File: src/rtl/keypad_scan_ctrl_if.sv
// Key-code handshake between the keypad scanner and its consumer.
// The scanner is the master: it presents key_code with key_valid and
// holds both until the consumer raises key_ready.
interface keypad_scan_ctrl_if;
  logic       key_valid;
  logic       key_ready;
  logic [3:0] key_code;

  modport master (output key_valid, output key_code, input key_ready);
  modport slave  (input key_valid, input key_code, output key_ready);
endinterface

File: src/rtl/keypad_scan_ctrl.sv
// 4x4 matrix keypad scanner: drives one row at a time, locks onto the first
// row showing a closed contact, debounces that press, reports one key code
// per press over a valid/ready handshake and waits for a debounced release
// before scanning resumes.
module keypad_scan_ctrl #(
  parameter int SETTLE_CYC = 4,
  parameter int DB_CYC     = 4095
) (
  input  logic               clk,
  input  logic               rst_n,
  input  logic               scan_en,
  input  logic [3:0]         col,
  output logic [3:0]         row,
  output logic               busy,
  keypad_scan_ctrl_if.master key_if
);

  typedef enum logic [2:0] {IDLE, SCAN, DEBOUNCE, REPORT, RELEASE} state_t;

  localparam logic [7:0]  SETTLE_LAST = 8'(SETTLE_CYC - 1);
  localparam logic [15:0] DB_LAST     = 16'(DB_CYC - 1);

  state_t      state_q, state_d;
  logic [3:0]  col_meta, col_s;
  logic [1:0]  row_idx_q, row_idx_d;
  logic [1:0]  col_idx_q, col_idx_d;
  logic [7:0]  settle_q, settle_d;
  logic [15:0] db_q, db_d;
  logic [3:0]  pattern_q, pattern_d;
  logic [3:0]  code_q, code_d;
  logic        valid_q, valid_d;

  // Lowest closed column wins when several keys share the driven row.
  function automatic logic [1:0] lowest_bit(input logic [3:0] v);
    if (v[0])      return 2'd0;
    else if (v[1]) return 2'd1;
    else if (v[2]) return 2'd2;
    else           return 2'd3;
  endfunction

  // Two-flop synchronizer for the asynchronous column lines.
  always_ff @(posedge clk or negedge rst_n) begin
    if (!rst_n) begin
      col_meta <= 4'b0000;
      col_s    <= 4'b0000;
    end else begin
      col_meta <= col;
      col_s    <= col_meta;
    end
  end

  // State and datapath registers.
  always_ff @(posedge clk or negedge rst_n) begin
    if (!rst_n) begin
      state_q   <= IDLE;
      row_idx_q <= 2'd0;
      col_idx_q <= 2'd0;
      settle_q  <= 8'd0;
      db_q      <= 16'd0;
      pattern_q <= 4'b0000;
      code_q    <= 4'b0000;
      valid_q   <= 1'b0;
    end else begin
      state_q   <= state_d;
      row_idx_q <= row_idx_d;
      col_idx_q <= col_idx_d;
      settle_q  <= settle_d;
      db_q      <= db_d;
      pattern_q <= pattern_d;
      code_q    <= code_d;
      valid_q   <= valid_d;
    end
  end

  // Next-state logic: scan rows, debounce a locked press, hand off the
  // code, then debounce the release before moving to the next row.
  always_comb begin
    state_d   = state_q;
    row_idx_d = row_idx_q;
    col_idx_d = col_idx_q;
    settle_d  = settle_q;
    db_d      = db_q;
    pattern_d = pattern_q;
    code_d    = code_q;
    valid_d   = valid_q;

    case (state_q)
      IDLE: begin
        if (scan_en) begin
          state_d   = SCAN;
          row_idx_d = 2'd0;
          settle_d  = 8'd0;
        end
      end
      SCAN: begin
        if (settle_q == SETTLE_LAST) begin
          if (col_s == 4'b0000) begin
            row_idx_d = row_idx_q + 2'd1;
            settle_d  = 8'd0;
            if (!scan_en) state_d = IDLE;
          end else begin
            pattern_d = col_s;
            col_idx_d = lowest_bit(col_s);
            db_d      = 16'd0;
            state_d   = DEBOUNCE;
          end
        end else begin
          settle_d = settle_q + 8'd1;
        end
      end
      DEBOUNCE: begin
        if (col_s == pattern_q) begin
          if (db_q == DB_LAST) begin
            code_d  = {row_idx_q, col_idx_q};
            valid_d = 1'b1;
            state_d = REPORT;
          end else begin
            db_d = db_q + 16'd1;
          end
        end else begin
          row_idx_d = row_idx_q + 2'd1;
          settle_d  = 8'd0;
          state_d   = scan_en ? SCAN : IDLE;
        end
      end
      REPORT: begin
        if (valid_q && key_if.key_ready) begin
          valid_d = 1'b0;
          db_d    = 16'd0;
          state_d = RELEASE;
        end
      end
      RELEASE: begin
        if (col_s == 4'b0000) begin
          if (db_q == DB_LAST) begin
            row_idx_d = row_idx_q + 2'd1;
            settle_d  = 8'd0;
            state_d   = scan_en ? SCAN : IDLE;
          end else begin
            db_d = db_q + 16'd1;
          end
        end else begin
          db_d = 16'd0;
        end
      end
      default: state_d = IDLE;
    endcase
  end

  // Row drive and status decode; the locked row stays driven while busy.
  always_comb begin
    row  = (state_q == IDLE) ? 4'b0000 : (4'b0001 << row_idx_q);
    busy = (state_q == DEBOUNCE) || (state_q == REPORT) || (state_q == RELEASE);
  end

  assign key_if.key_valid = valid_q;
  assign key_if.key_code  = code_q;

endmodule

File: src/flat_wrapper.sv
// flat-port wrapper written by rule: the top's interface ports become plain ports
module keypad_scan_ctrl_flat 
#(
  parameter int SETTLE_CYC = 4,
  parameter int DB_CYC     = 4095
)
  (clk, rst_n, scan_en, col, row, busy, key_if_key_valid, key_if_key_code, key_if_key_ready);
  keypad_scan_ctrl_if key_if_i ();
  input  logic clk;
  input  logic rst_n;
  input  logic scan_en;
  input  logic [3:0] col;
  output logic [3:0] row;
  output logic busy;
  output wire logic [$bits(key_if_i.key_valid)-1:0] key_if_key_valid;
  output wire logic [$bits(key_if_i.key_code)-1:0] key_if_key_code;
  input wire logic [$bits(key_if_i.key_ready)-1:0] key_if_key_ready;
  assign key_if_key_valid = key_if_i.key_valid;
  assign key_if_key_code = key_if_i.key_code;
  assign key_if_i.key_ready = key_if_key_ready;
  keypad_scan_ctrl #(.SETTLE_CYC(SETTLE_CYC), .DB_CYC(DB_CYC)) u_core (.clk(clk), .rst_n(rst_n), .scan_en(scan_en), .col(col), .row(row), .busy(busy), .key_if(key_if_i));
endmodule
File: config.mk
export PLATFORM = sky130hd
export DESIGN_NAME = keypad_scan_ctrl_flat
export DESIGN_NICKNAME = d
export VERILOG_FILES = /design/src/rtl/keypad_scan_ctrl_if.sv /design/src/rtl/keypad_scan_ctrl.sv /design/src/flat_wrapper.sv
export SDC_FILE = /design/constraint.sdc
export NUM_CORES = 1
export LEC_CHECK = 0
export ABC_AREA = 1
export CORE_UTILIZATION = 52
export CTS_CLUSTER_DIAMETER = 100
export DETAILED_ROUTE_END_ITERATION = 16
export PLACE_DENSITY = 0.71
export SKIP_CTS_REPAIR_TIMING = 1
export SLEW_MARGIN = 20
export SYNTH_ARGS = -nofsm -noshare
export SYNTH_HDL_FRONTEND = slang
export SYNTH_SLANG_ARGS = --single-unit
File: constraint.sdc
create_clock -name clk -period 1.82 [get_ports clk]
set_input_delay 0.273 -clock clk [delete_from_list [all_inputs] [get_ports clk]]
set_output_delay 0.273 -clock clk [all_outputs]
set_load 0.005 [all_outputs]
### Yosys cells after proc, flatten, opt, wreduce, memory -nomap -nowiden

Index checks and enable logic that the tools add are counted.

| word-level totals | value |
|---|---|
| input port bits | 8 |
| logic and storage cells | 90 |
| memories | 0 |
| bits in writable memories | 0 |
| flip-flop bits (word level) | 48 |
| bits in read-only memories | 0 |
| bits in latches | 0 |
| output and inout bits | 10 |

| operators by class | value |
|---|---|
| shift operators | 1 |
| $lt $le $gt $ge | 0 |
| bitwise gates (word level) | 1 |
| $add $sub $neg | 3 |
| divide/modulo/power cells | 0 |
| multiply operators | 0 |
| equal/unequal tests | 20 |
| multiplexer cells | 40 |
| reductions and logical operators | 15 |

Operators by type and width:

| operator | number |
|---|---|
| two-way mux 16 bit | 6 |
| one-hot mux 16 bit (4 select lines) | 1 |
| two-way mux 8 bit | 6 |
| one-hot mux 8 bit (4 select lines) | 1 |
| two-way mux 3 bit | 9 |
| adder 16 x 1 -> 16 bit (second input constant) | 1 |
| equality test 16 x 12 -> 1 bit (second input constant) | 1 |
| two-way mux 2 bit | 8 |
| one-hot mux 3 bit (5 select lines) | 1 |
| inequality test 2 x 1 -> 1 bit (second input constant) | 7 |
| AND reduction 7 bit | 2 |
| inequality test 3 bit (second input constant) | 3 |
| adder 8 x 1 -> 8 bit (second input constant) | 1 |
| equality test 8 x 2 -> 1 bit (second input constant) | 1 |
| one-hot mux 2 bit (4 select lines) | 1 |
| nonzero test 4 bit | 2 |
| equality test 3 x 2 -> 1 bit (second input constant) | 2 |
| inequality test 2 bit (second input constant) | 3 |
| AND reduction 3 bit | 2 |
| AND reduction 6 bit | 1 |
| two-way mux 1 bit | 5 |
| AND reduction 5 bit | 1 |
| equality test 4 bit | 1 |
| logical NOT 4 bit | 1 |
| other kinds (12) | 13 |

### Depth between registers and ports, before layout

Gate-level depths: netlist of the first run.

| depth | value |
|---|---|
| depth after elaboration | 4 |
| gate-level depth with buffers | 11 |
| depth with buffers taken out | 11 |

### Worst setup path after synthesis of the first run

No wires, ideal clock.

| path | value |
|---|---|
| path kind | reg-to-reg |
| start | register u_core.state_q[1] |
| end | register u_core.db_q[12] |
| slack | 0.245 ns |
| library setup time | 0.116 ns |
| cell stages (with the launch flop) | 10 |
| period minus slack after synthesis | 1.575 ns |
| data required time | 1.704 ns |
| arrival | 1.458 ns |
| path buffers | 1 |
| path through | dfrtp_1 nor3_4 inv_4 nor2_4 nand2_4 nand2_2 nand3_4 buf_2 nand2_1 nand2_1 |

| between the ends | value |
|---|---|
| longest elaborated chain between the ends | 3 |
| elaborated cells between the ends (all ways) | 11 |
| those cells by class | eq/ne (8); mux (1); reduce/logical (2) |

Ends and longest elaborated chain:

| item | line | text |
|---|---|---|
| start, declared | keypad_scan_ctrl.sv:23 | `state_t state_q, state_d;` |
| start signal, assigned | keypad_scan_ctrl.sv:64 | `state_q <= state_d;` |
| equality test 3 x 1 -> 1 bit (tied with other cells) | keypad_scan_ctrl.sv:87 | `case (state_q)` |
| inequality test 2 x 1 -> 1 bit (no source line) (tied with other cells) | n/a |  |
| AND reduction 5 bit (no source line) | n/a |  |
| end signal, assigned | keypad_scan_ctrl.sv:59 | `db_q <= 16'd0;` |
| end signal, assigned | keypad_scan_ctrl.sv:68 | `db_q <= db_d;` |
| end, declared | keypad_scan_ctrl.sv:28 | `logic [15:0] db_q, db_d;` |

Parallel ways exist; a longest one is shown, timed or not.
A chain may end at the register's enable or synchronous reset.

### Worst setup path after layout of the first run

| path | value |
|---|---|
| start | register u_core.db_q[0] |
| end | register u_core.settle_q[4] |

| between the ends | value |
|---|---|
| longest elaborated chain between the ends | 3 |

Ends and longest elaborated chain:

| item | line | text |
|---|---|---|
| equality test 16 x 12 -> 1 bit | keypad_scan_ctrl.sv:135 | `if (db_q == DB_LAST) begin` |
| inequality test 2 x 1 -> 1 bit (no source line) | n/a |  |
| AND reduction 6 bit (no source line) | n/a |  |
| end signal, assigned | keypad_scan_ctrl.sv:67 | `settle_q <= settle_d;` |
| end, declared | keypad_scan_ctrl.sv:27 | `logic [7:0] settle_q, settle_d;` |

Every way passes these cells.

==> run summary, run 1 <==
status = completed
YS warnings = 0
Worst Setup Slack, final = 122 ps
GRT Total Usage = 0.251
Worst EP arrival = 1880 ps
average size of a mapped cell = 6.97 µm²
Reg area = 0.00120 mm²
Leakage = 0.00198 µW
first-pass GRT wire length = 12000 µm
critical path class = flop to flop
fmax = 589 MHz
Setup WS pre-CTS = 51.3 ps
Least-Margin Pin Slew = 496 ps
vias in the first global route = 2815
FP Rows = 27
Hold Crit Class = flop to flop
Slew headroom = 0.670
Yosys reg bits = 48
I/O Pins = 18
final-report setup violation count = 0
Clock Sink Count = 48
synth unique cells = 29
die width = 77.7 µm
Area contributors post-synth = dfrtp_1, nand2_1, nand3_1
H-tree Lvls = 2
initial core utilization = 0.541
routed vias = 2871
max cap viols = 0
Clk Latency, worst-skew pair = 300 ps
power density over the cells = 525 mW/mm²
Reg2Reg Depth = 9
Final min period = 1700 ps
most frequent cells in the layout = nand2_1, dfrtp_1, inv_1, nand3_1, buf_4
Peak VDD IR = 0.454 mV
DR pass1 iterations = 4
FILL cells = 484
Yosys top cell by area = dfrtp_1
die height = 77.7 µm
Root Driver = clkbuf_8
Setup crit end kind = flop
die area = 0.00603 mm²
DRT antenna net count = 0
largest net degree at the start of global routing = 24
GP Congestion = 0.905
number of diodes = 0
Yosys top cell area share = 0.404
critical-path maximum fanout = 5
Seq/Total Area, Yosys = 0.404
worst path required time = 2000 ps
port bufs = 17
nets = 495
Initial DRC Count = 165
clock buffer depth = 2
Cell Area, Synth = 0.00298 mm²
Vias per Instance = 5.19
fin crit share = 0.933
DRC = 0
RSZ-0062 raised after global routing = yes
Critical Path Source Type = flop
final HPWL from detailed placement = 5110 µm
area of the multi-input gates = 0.00158 mm²
worst-case clock skew = 5.89 ps
CTS Buf Count = 5
Layout Area Growth over Synthesis = 23.3%
Final Hold Fails = 0
final wirelength = 7110 µm
CTS tree = yes
commonest non-fill, non-tap cell in the layout = nand2_1
Mapped Nets = 442
Fin Hold WS = 353 ps
core box area = 0.00551 mm²
Avg WL per Cell = 12.9 µm
clock slew at reported path FFs = 90 ps
post-synthesis cell count = 427
gr ovfl total = 0
pins over their slew limit = 0
share of layout cells above drive strength 1 = 0.160
antenna violations before repair = 0
hold path depth = 0
==> per-layer routing <==
| layer | vias up | GRT usage | part of all wire |
|---|---|---|---|
| met5 | - | 0 | 0 |
| met4 | 0 | 0.104 | 0.020 |
| met3 | 16 | 0.0388 | 0.035 |
| met2 | 54 | 0.458 | 0.53 |
| met1 | 1348 | 0.290 | 0.41 |
| li1 | 1453 | - | - |
==> layout make-up <==
class | instances | share of cell area
multi-input combinational | 317 | 0.430
sequential | 48 | 0.328
timing repair buffer | 53 | 0.127
inverter | 55 | 0.0590
tap | 72 | 0.0245
clock buffer | 5 | 0.0188
clock inverter | 3 | 0.0126
==> critical path, stage by stage (launching register included) <==
cell	delay [ps]
dfrtp_1	430
inv_1	90
ha_1	170
nand2_1	70
nor2_2	140
nand2_2	120
nand2_2	130
nand2_2	90
nor2_2	240
o21ai_1	90
==> power breakdown <==
group          total, µW  internal [µW]  switching (µW)
Sequential          1080           1070            6.30
Clock                780            414             366
Combinational       64.3           25.1            39.3
==> synth_stat cells <==
cell type	number
nand2_1	158
inv_1	51
dfrtp_1	48
nand3_1	46
nor2_1	34
o21ai_0	23
nand4_1	13
xor2_1	9
ha_1	7
o21ai_1	6
buf_2	4
nand2_2	3
nand3b_1	3
nor2_2	3
inv_2	2
inv_4	2
o31ai_1	2
xnor2_1	2
a21oi_1	1
and2_1	1
buf_1	1
buf_8	1
clkbuf_1	1
nand2_4	1
nand3_4	1
nand4_2	1
nor2_4	1
nor3_1	1
nor3_4	1
==> path summary, 6_finish.rpt <==
kind | start | to | slack [ps]
worst max-delay path | u_core.db_q[0] | u_core.settle_q[4] | 120
worst min-delay path | u_core.col_meta[1] | u_core.col_s[1] | 350
worst max register to register | u_core.db_q[0] | u_core.settle_q[4] | 120
worst min register to register | u_core.col_meta[1] | u_core.col_s[1] | 350
max in group asynchronous | rst_n | u_core.state_q[1] | 770
min in group asynchronous | rst_n | u_core.db_q[6] | 460
==> cells by family after synthesis <==
family | after synthesis | share of synthesized area
xor+xnor | 11 | 0.0324
simple gates | 267 | 0.394
fa+ha+maj | 7 | 0.0294
compound gates | 32 | 0.0555
buf+inv | 62 | 0.0853
flops | 48 | 0.404
==> flip-flops by register name (all words and copies together) (netlist names) <==
name                     cells
u_core.col_meta              4
u_core.pattern_q             4
u_core.col_idx_q             2
u_core.key_if.key_code       4
u_core.col_s                 4
u_core.row_idx_q             2
u_core.settle_q              8
u_core.state_q               3
u_core.key_if.key_valid      1
u_core.db_q                 16
==> metrics by stage <==
stage                     cell area (µm²)  cells  power, µW  TNS (ps)   util
final                                3670    553       1930         0  0.666
after floorplan                      2980    427       1120         0      -
after detailed placement             3390    534       1170         0  0.616
after CTS                            3500    542       1950     -1350  0.636
after global routing                 3670    553       2000      -167  0.666
after global placement               3390    534       1160         0  0.616
Power figures use the tool's default switching activity.
==> inputs of run 2 (changes only) <==
--- a/config.mk
+++ b/config.mk
@@ -9,7 +9,7 @@
 export CORE_UTILIZATION = 52
 export CTS_CLUSTER_DIAMETER = 100
 export DETAILED_ROUTE_END_ITERATION = 16
-export PLACE_DENSITY = 0.71
+export PLACE_DENSITY = 0.8
 export SKIP_CTS_REPAIR_TIMING = 1
 export SLEW_MARGIN = 20
 export SYNTH_ARGS = -nofsm -noshare
==> run 2 against run 1 <==
Against the previous run:
- final area fell by 0.24%
- critical path type unchanged
- critical endpoint is now u_core.db_q[9]
- first-iteration DRC count is 20% lower
- power grew 1.3%
- final cell count decreased by 0.54%
- register-to-register slack worse by 50 ps
- global-route usage decreased by 0.20 points
- wire length is 0.63% higher
- highest routed layer unchanged
==> run summary, run 2 (synthesized netlist as in run 1, its figures left out) <==
I/O Pins = 18
Setup crit start = u_core.state_q[1]
GP Congestion = 0.870
placed cell count = 533
Worst path top cell family by delay = simple AND/OR/NAND/NOR gates
power density over the cells = 533 mW/mm²
DRC = 0
core box area = 0.00551 mm²
Tot Pwr = 1950 µW
final HPWL from detailed placement = 5110 µm
critical path class = flop to flop
fin util = 0.665
CP max stage cell = dfrtp_2
Clk Latency, worst-skew pair = 310 ps
clock slew at reported path FFs = 90 ps
nets = 492
Clock Sink Count = 48
antenna violations before repair = 0
CTS Buf Count = 5
Vias per Instance = 5.25
clock buffer depth = 2
Hold Crit Class = flop to flop
Post-DP Area = 0.00338 mm²
H-tree Lvls = 2
Slew headroom = 0.661
Layout Area Growth over Synthesis = 23.0%
Largest Register = u_core.db_q
pins over their slew limit = 0
fin cells = 550
worst r2r src = u_core.state_q[1]
Final Hold Fails = 0
largest net degree at the start of global routing = 30
initial core utilization = 0.541
die height = 77.7 µm
die width = 77.7 µm
max cap viols = 0
Peak VDD IR = 0.393 mV
Initial DRC Count = 132
fin crit share = 0.962
Worst EP arrival = 1950 ps
RSZ-0062 raised after global routing = yes
Largest register FFs = 16
routed vias = 2890
final-report setup violation count = 0
gr ovfl total = 0
FILL cells = 492
vias in the first global route = 2858
Critical Path, Cell by Cell = buf_4 -> nor3_4 -> inv_4 -> nor2_4 -> nand2_4 -> nand2_2 -> nand3_4 -> buf_4 -> nand2_1 -> nand2_1
number of cells on the critical path = 10
Critical Path Source Type = flop
port bufs = 17
final instance area = 0.00366 mm²
worst-case clock skew = 9.65 ps
Final min period = 1750 ps
critical-path maximum fanout = 7
Buf/Inv on CP = 3
commonest non-fill, non-tap cell in the layout = nand2_1
number of diodes = 0
Least-Margin Pin Slew = 509 ps
Setup crit end kind = flop
flop-to-flop setup slack = 70 ps
Leakage = 0.00198 µW
share of layout cells above drive strength 1 = 0.153
final wirelength = 7160 µm
DRT antenna net count = 0
fmax = 571 MHz
most frequent cells in the layout = nand2_1, dfrtp_1, inv_1, nand3_1, buf_4
FP Rows = 27
GRT Total Usage = 0.249
Root Driver = clkbuf_8
Avg WL per Cell = 13.0 µm
worst path required time = 2020 ps
CTS tree = yes
Critical Path End = u_core.db_q[9]
DR pass1 iterations = 4
die area = 0.00603 mm²
Worst R2R End = u_core.db_q[9]
Largest regs = u_core.db_q x16, u_core.settle_q x8
hold path depth = 0
Reg2Reg Depth = 10
status = completed
CP peak stage delay = 440 ps
first-pass GRT wire length = 12000 µm
==> run 2: cell type report <==
| cell class | instances | area, µm² | share of cell area |
|---|---|---|---|
| clock buffers | 5 | 68.8 | 0.0188 |
| clock inverters | 3 | 46.3 | 0.0126 |
| inverters | 55 | 224 | 0.0612 |
| multi-input cells | 317 | 1590 | 0.434 |
| flip-flops and latches | 48 | 1200 | 0.329 |
| well taps | 72 | 90.1 | 0.0246 |
| repair buffers | 50 | 440 | 0.120 |
==> run 2: how the worst min path moves through the flow <==
stage / to / from / slack [ps]
6_report: u_core.col_s[0] / u_core.col_meta[0] / 350
5_1_grt: u_core.col_s[0] / u_core.col_meta[0] / 370
4_1_cts: u_core.db_q[5] / rst_n / -60
3_5_place_dp: u_core.db_q[8] / rst_n / 280
3_3_place_gp: u_core.db_q[6] / rst_n / 260
2_1_floorplan: u_core.col_idx_q[0] / rst_n / -20
==> run 2: metal layers <==
metal / wire length (µm) / part of all wire / global-route usage / vias up
met5: 0 / 0 / 0 / -
met4: 147 / 0.021 / 0.0698 / 0
met3: 259 / 0.036 / 0.0447 / 14
met2: 3780 / 0.53 / 0.473 / 59
met1: 2970 / 0.42 / 0.281 / 1360
li1: - / - / - / 1457
==> run 2: report_power, final <==
part           internal, µW  total, µW  switching [µW]
Sequential             1080       1080            6.43
Clock                   414        802             388
Combinational          26.3       67.6            41.3
==> run 2: per-stage QoR <==
stage	hold WS [ps]	setup WS [ps]	setup TNS, ps
3_3_place_gp	259	127	0
3_5_place_dp	278	70.7	0
5_1_grt	369	-12.3	-48.1
4_1_cts	-57.8	-271	-1230
2_1_floorplan	-22.6	245	0
6_report	355	68.4	0
==> run 2: worst register-to-register path: stages (launching register included) <==
cell and delay, ps:
dfrtp_2 440, buf_4 160, nor3_4 220, inv_4 70, nor2_4 120, nand2_4 100, nand2_2 90, nand3_4 120
buf_4 200, nand2_1 70, nand2_1 60
==> inputs of run 3 (changes only) <==
--- a/config.mk
+++ b/config.mk
@@ -6,10 +6,12 @@
 export NUM_CORES = 1
 export LEC_CHECK = 0
 export ABC_AREA = 1
-export CORE_UTILIZATION = 52
+export CAP_MARGIN = 20
+export CORE_UTILIZATION = 60
 export CTS_CLUSTER_DIAMETER = 100
 export DETAILED_ROUTE_END_ITERATION = 16
-export PLACE_DENSITY = 0.8
+export MAX_ROUTING_LAYER = met4
+export PLACE_DENSITY = 0.89
 export SKIP_CTS_REPAIR_TIMING = 1
 export SLEW_MARGIN = 20
 export SYNTH_ARGS = -nofsm -noshare
==> run 3 against run 2 <==
Against the previous run:
- combinational power fell by 7.2%
- critical endpoint is now u_core.row_idx_q[0]
- power grew 6.3%
- first-iteration DRC count grew 110%
- sequential share of layout area increased by 0.91 points
==> run summary, run 3 (synthesized netlist as in run 1, its figures left out) <==
status = completed
final instance area = 0.00357 mm²
power density over the cells = 582 mW/mm²
Reg2Reg Depth = 9
RSZ-0062 raised after global routing = yes
Internal = 1650 µW
pins over their slew limit = 0
die width = 72.4 µm
fin crit share = 0.976
port bufs = 17
Largest regs = u_core.db_q x16, u_core.settle_q x8
Worst Setup Slack, final = 44.0 ps
Layout Area Growth over Synthesis = 19.8%
fmax = 563 MHz
GP Congestion = 0.916
FILL cells = 360
Root Driver = clkbuf_8
GRT Total Usage = 0.288
Post-DP Area = 0.00330 mm²
Reg area = 0.00120 mm²
CTS tree = yes
final wirelength = 6950 µm
Worst EP arrival = 2030 ps
Setup crit end kind = flop
FP Rows = 25
Slew headroom = 0.598
Clock Sink Count = 48
Largest register FFs = 16
share of layout cells above drive strength 1 = 0.138
Hold Crit Class = input pin to asynchronous set/reset pin
P_sw = 424 µW
final-report setup violation count = 0
DRC = 0
most frequent cells in the layout = nand2_1, inv_1, nand3_1, dfrtp_1, nor2_1
first-pass GRT wire length = 11500 µm
area of the multi-input gates = 0.00156 mm²
Peak VDD IR = 0.456 mV
Vias per Instance = 5.40
clock slew at reported path FFs = 90 ps
die area = 0.00525 mm²
max cap viols = 0
core box area = 0.00475 mm²
Avg WL per Cell = 12.9 µm
largest net degree at the start of global routing = 49
Setup WS pre-CTS = 72.3 ps
Flop pwr share = 0.522
Final min period = 1780 ps
Leakage = 0.00192 µW
Fin Hold WS = 39.6 ps
CTS Buf Count = 5
clock power share = 0.448
Initial DRC Count = 282
DRT antenna net count = 0
Gate power share = 0.030
Least-Margin Pin Slew = 602 ps
antenna violations before repair = 0
Critical Path Source Type = flop
worst-case clock skew = 8.06 ps
routed vias = 2900
fin util = 0.750
gr ovfl total = 0
commonest non-fill, non-tap cell in the layout = nand2_1
critical path class = flop to flop
DR pass1 iterations = 6
Largest Register = u_core.db_q
Final Hold Fails = 0
vias in the first global route = 2562
I/O Pins = 18
worst path required time = 2070 ps
die height = 72.4 µm
Sw Share = 0.204
H-tree Lvls = 2
final HPWL from detailed placement = 4690 µm
nets = 484
initial core utilization = 0.626
number of diodes = 0
Clk Latency, worst-skew pair = 310 ps
clock buffer depth = 2
critical-path maximum fanout = 17
[run 3: critical path, stage by stage (launching register included)]
cell and delay (ps):
dfrtp_2 440, inv_1 100, nand2_2 90, nor2_1 240
buf_4 290, inv_1 110, nand3_1 140, nand2_1 60
nand3b_1 160, nand2_1 80
[run 3: path summary, 6_finish.rpt]
| kind | to | slack [ps] | from |
|---|---|---|---|
| worst max-delay path | u_core.row_idx_q[0] | 40 | u_core.state_q[2] |
| worst min-delay path | u_core.col_idx_q[1] | 40 | rst_n |
| worst max register to register | u_core.row_idx_q[0] | 40 | u_core.state_q[2] |
| worst min register to register | u_core.col_s[0] | 360 | u_core.col_meta[0] |
| max in group asynchronous | u_core.row_idx_q[0] | 1330 | rst_n |
| min in group clk | u_core.col_s[0] | 360 | u_core.col_meta[0] |
[run 3: power by group through the flow]
stage	Clock (µW)	Combinational [µW]	Sequential, µW
floorplan	0	17.9	1100
global placement	0	61.3	1100
detailed placement	0	62.3	1100
CTS	949	62.9	1080
global route	991	71.2	1080
finish	930	62.7	1080
[run 3: layout make-up]
type	count	area share
clock buffer	5	0.0193
tap	67	0.0235
clock inverter	3	0.0193
sequential	48	0.338
inverter	55	0.0593
multi-input combinational	317	0.438
timing repair buffer	42	0.102
[run 3: through the flow]
step / TNS [ps] / total power (µW) / cells
after floorplan: 0 / 1120 / 427
after global placement: 0 / 1160 / 519
after detailed placement: 0 / 1170 / 519
after CTS: -1290 / 2090 / 527
after global routing: -154 / 2150 / 537
final: 0 / 2070 / 537
[run 3: routing by layer]
layer,up-vias,GRT usage,wire [µm]
met1,1349,0.363,2980
met2,113,0.483,3480
met5,-,-,0
met4,0,0.0806,68
met3,7,0.0444,426
li1,1431,-,-
